[src/rtl/seq_bit_serializer.sv]
// Word-to-bit serializer: buffers DATA_W-bit words in a small FIFO and shifts each one
// out on seq_out, one bit per clock, back-to-back with no gap between words.
module seq_bit_serializer #(
  parameter int DATA_W     = 8,
  parameter int FIFO_DEPTH = 4,
  parameter bit MSB_FIRST  = 1'b1,
  parameter bit IDLE_BIT   = 1'b0
) (
  input  logic                          clk,
  input  logic                          rst_n,
  input  logic                          in_valid,
  output logic                          in_ready,
  input  logic [DATA_W-1:0]             in_data,
  input  logic                          en,
  input  logic                          flush,
  output logic                          seq_out,
  output logic                          bit_valid,
  output logic                          busy,
  output logic [$clog2(FIFO_DEPTH):0]   fifo_level
);

  localparam int AW = $clog2(FIFO_DEPTH);
  localparam int CW = $clog2(DATA_W);
  localparam logic [AW:0]   FULL_LVL = (AW+1)'(FIFO_DEPTH);
  localparam logic [CW-1:0] LAST_BIT = CW'(DATA_W - 1);

  typedef enum logic {IDLE, SHIFT} state_t;

  state_t            state;
  logic [DATA_W-1:0] mem [FIFO_DEPTH];
  logic [AW-1:0]     wr_ptr;
  logic [AW-1:0]     rd_ptr;
  logic [DATA_W-1:0] head_word;
  logic [DATA_W-1:0] shift_reg;
  logic [CW-1:0]     bit_cnt;
  logic              push;
  logic              pop;
  logic              word_done;

  // A full FIFO refuses pushes even when a pop happens in the same cycle (no bypass path).
  assign in_ready  = (fifo_level != FULL_LVL) && !flush;
  assign push      = in_valid && in_ready;
  assign word_done = (state == IDLE) || (bit_cnt == LAST_BIT);
  assign pop       = !flush && en && (fifo_level != '0) && word_done;
  assign head_word = mem[rd_ptr];
  assign busy      = (state == SHIFT) || (fifo_level != '0);

  always_ff @(posedge clk) begin
    if (push) mem[wr_ptr] <= in_data;
  end

  always_ff @(posedge clk or negedge rst_n) begin
    if (!rst_n) begin
      wr_ptr     <= '0;
      rd_ptr     <= '0;
      fifo_level <= '0;
    end else if (flush) begin
      wr_ptr     <= '0;
      rd_ptr     <= '0;
      fifo_level <= '0;
    end else begin
      if (push) wr_ptr <= wr_ptr + 1'b1;
      if (pop)  rd_ptr <= rd_ptr + 1'b1;
      case ({push, pop})
        2'b10:   fifo_level <= fifo_level + 1'b1;
        2'b01:   fifo_level <= fifo_level - 1'b1;
        default: fifo_level <= fifo_level;
      endcase
    end
  end

  // shift_reg holds the bits still to be sent, with the next one already at the exit end.
  always_ff @(posedge clk or negedge rst_n) begin
    if (!rst_n) begin
      state     <= IDLE;
      seq_out   <= IDLE_BIT;
      bit_valid <= 1'b0;
      bit_cnt   <= '0;
      shift_reg <= '0;
    end else if (flush) begin
      state     <= IDLE;
      seq_out   <= IDLE_BIT;
      bit_valid <= 1'b0;
      bit_cnt   <= '0;
      shift_reg <= '0;
    end else if (pop) begin
      state     <= SHIFT;
      bit_valid <= 1'b1;
      bit_cnt   <= '0;
      if (MSB_FIRST) begin
        seq_out   <= head_word[DATA_W-1];
        shift_reg <= head_word << 1;
      end else begin
        seq_out   <= head_word[0];
        shift_reg <= head_word >> 1;
      end
    end else if (!word_done) begin
      bit_cnt <= bit_cnt + 1'b1;
      if (MSB_FIRST) begin
        seq_out   <= shift_reg[DATA_W-1];
        shift_reg <= shift_reg << 1;
      end else begin
        seq_out   <= shift_reg[0];
        shift_reg <= shift_reg >> 1;
      end
    end else begin
      state     <= IDLE;
      seq_out   <= IDLE_BIT;
      bit_valid <= 1'b0;
    end
  end

endmodule

[config.mk]
export PLATFORM = sky130hd
export DESIGN_NAME = seq_bit_serializer
export DESIGN_NICKNAME = d
export VERILOG_FILES = /design/src/rtl/seq_bit_serializer.sv
export SDC_FILE = /design/constraint.sdc
export NUM_CORES = 1
export LEC_CHECK = 0
export ABC_AREA = 1
export ABC_CLOCK_PERIOD_IN_PS = 2600
export CELL_PAD_IN_SITES_DETAIL_PLACEMENT = 0
export CELL_PAD_IN_SITES_GLOBAL_PLACEMENT = 2
export CORE_MARGIN = 1.5
export CORE_UTILIZATION = 37
export DETAILED_ROUTE_END_ITERATION = 6
export GPL_TIMING_DRIVEN = 0
export HOLD_SLACK_MARGIN = 0.1
export PLACE_DENSITY = 0.89
export SLEW_MARGIN = 5
export SYNTH_ARGS = -nofsm -noshare
export SYNTH_HDL_FRONTEND = slang
export SYNTH_SLANG_ARGS = --single-unit
[constraint.sdc]
create_clock -name clk -period 2.6 [get_ports clk]
set_input_delay 0.65 -clock clk [delete_from_list [all_inputs] [get_ports clk]]
set_output_delay 0.65 -clock clk [all_outputs]
set_load 0.02 [all_outputs]
==> reports/results.ini <==
[floorplan]
die_area_um2=6451
start_util_pct=39.21
die_h_um=80.32
io_pins=20
die_x_um=80.32
coreArea_um2=5642
num_rows=27

[timing]
setup_viol=0
maxSlewHeadroom_pct=38.98
hold_violations=0
holdWs_ns=0.4850
maxSlewViolCount=0
rsz0062_at_grt=no
min_period_over_period_pct=95.31
max_freq_mhz=403.5
min_period_ns=2.478
worst_pin_slew_ns=0.9124
skew_ns=0.01191
fin_tns_setup_ns=0

[cts]
cts_tree=built
clkTransAtPathRegs_ns=0.09
htree_levels=2
post_cts_buffers=0
cts.sinks=51
cts_buffer_depth=2
cts_buffers=5
hold_buffers=0
insertion_delay_ns=0.30
cts_root_buf=clkbuf_8

[critical_path]
worst_setup_path_start_kind=flip-flop
path_cells=nor2_2, nand2_1, or2_2, clkdlybuf4s50_1
endpoint_kind=output port
critPathKind=reg2out
slowest_delay_ns=0.54
worst_ep_required_time_ns=1.95
worstPathMaxFanout=5
slowest_stage=clkdlybuf4s50_1
arrival_ns=1.83

[global_routing]
grt_pass1_vias=1426
met3_usage_pct=3.068
grtUsageMet1_pct=19.90
antenna_found_initial=0
grt_use_total_pct=14.64
met2_usage_pct=22.27
grt_pass1_wl_um=6900
grt-busiest-layer=met2
grt_overflow_total=0
grt_max_degree=20

[outcome]
status=completed

[layout]
largest_reg_flops=32
utilization_pct=46.02
final_nets=250
num_antenna_cells=0
drive_gt1_share_pct=11.69
fin_cells=303
postLayoutCellArea_um2=2596
area_growth_pct=17.36
final_common_cell=nand2_1
layout_common_cells=nand2_1, edfxtp_1, dfrtp_1

[synth]
yosys_register_bits=51
yosysUniqueCellTypes=25
synth-seq-area-share_pct=64.93
syn_avg_cell_area_um2=10.84
yosysWarnings=0
ys_async_sr_fraction_pct=37.25
synth_flop_cell=edfxtp_1
netlist_area_um2=2212
synthCells=204
synth_nets=224
synth_edf_count=32

[routing]
vias=1463
drtAntennaViolNets=0
drt_first_pass_iters=4
drcViolationCount=0
drt_iter0_drc=96
via_per_inst=4.828
finalWirelength_um=4235
routedWlPerCell_um=13.98

[placed_design]
port_buffers=19
dp_hpwl_um=2873
placed_cells=295
place.gp.congestion=0.7196
placed_area_um2=2492

[power]
p_per_area_nw_per_um2=810.3
power.leakage_nw=1.103
peakVddDrop_mv=0.3066

[hold_path]
hold_path_class=reg2reg

[job]
max_cap_violations=0

[cells in the mapped netlist (all sizes together) (5+ instances only)]
cell type / number / area share, %
nand2: 63 / 11
buf: 6 / 1.8
a22oi: 6 / 2.0
dfrtp: 19 / 21
nor2: 9 / 2.0
a21oi: 15 / 3.4
inv: 17 / 2.9
o21ai: 5 / 1.1
edfxtp: 32 / 43
ha: 6 / 3.4
nand3: 20 / 5.0
[cells by family (layout without fill, tap and decap cells)]
logic type                 after synthesis  in the layout  synth area share, %
and+or+nand+nor                         93             93                18.27
DFF                                     51             51                64.93
AOI/OAI and AO/OA                       27             27                6.844
buffers and inverters                   24             51                4.808
adders and majority gates                7              7                4.299
xor gates and xnor gates                 1              1               0.3960
muxes                                    1              1               0.4525
[worst max-delay path, delay by kind of cell, from the launching register on]
family                 cells  cell delay, ns
and+or+nand+nor            3            0.54
buffers and inverters      1            0.54
DFF                        1            0.46
[layout make-up]
class                      instances  area (µm²)
timing repair buffer              19       188.9
fill                             531        3045
clock buffer                       7       86.33
inverter                          18       70.07
tap                               72       90.09
buffer                             6       38.79
clock inverter                     1       8.758
sequential                        51        1436
multi-input combinational        129       676.9
[through the flow]
stage                     power (mW)  setup WS [ns]
after floorplan                1.441         0.5146
after global placement         1.659        -0.2423
after detailed placement       1.660        -0.2434
after CTS                      2.134        0.08523
after global routing           2.246        0.01698
final                          2.104         0.1220
[power breakdown]
part	leakage (nW)	switching (mW)	total [mW]	internal, mW
combinational	0.508	0.355	0.590	0.235
sequential	0.547	0.0759	1.05	0.971
clock	0.0484	0.250	0.468	0.218
[layer usage]
metal / wire length (µm) / up-vias / share of wire [%]
met3: 107 / 10 / 2.5
met4: 105 / 0 / 2.5
met5: 0 / - / 0
met2: 1955 / 21 / 46
li1: - / 735 / -
met1: 2067 / 697 / 49
[what timing repair did]
| action | CTS | global route |
|---|---|---|
| cloned | 0 | 0 |
| setup endpoints to repair | 1 | 1 |
| gates resized for setup | 1 | 2 |
[final timing paths]
path | start | end | slack (ns) | depth (start not counted)
worst max register to register | bit_cnt[0]$_DFFE_PN0P_ | fifo_level[2]$_DFFE_PN0P_ | 0.31 | 15
worst min register to register | bit_cnt[1]$_DFFE_PN0P_ | bit_cnt[1]$_DFFE_PN0P_ | 0.48 | 2
min in group asynchronous | rst_n | seq_out$_DFF_PN0_ | 0.85 | 1
worst max-delay path | fifo_level[0]$_DFFE_PN0P_ | busy | 0.12 | 4
max in group asynchronous | rst_n | rd_ptr[1]$_DFFE_PN0P_ | 1.18 | 1
worst min-delay path | bit_cnt[1]$_DFFE_PN0P_ | bit_cnt[1]$_DFFE_PN0P_ | 0.48 | 2
(Power assumes the default switching activity.)
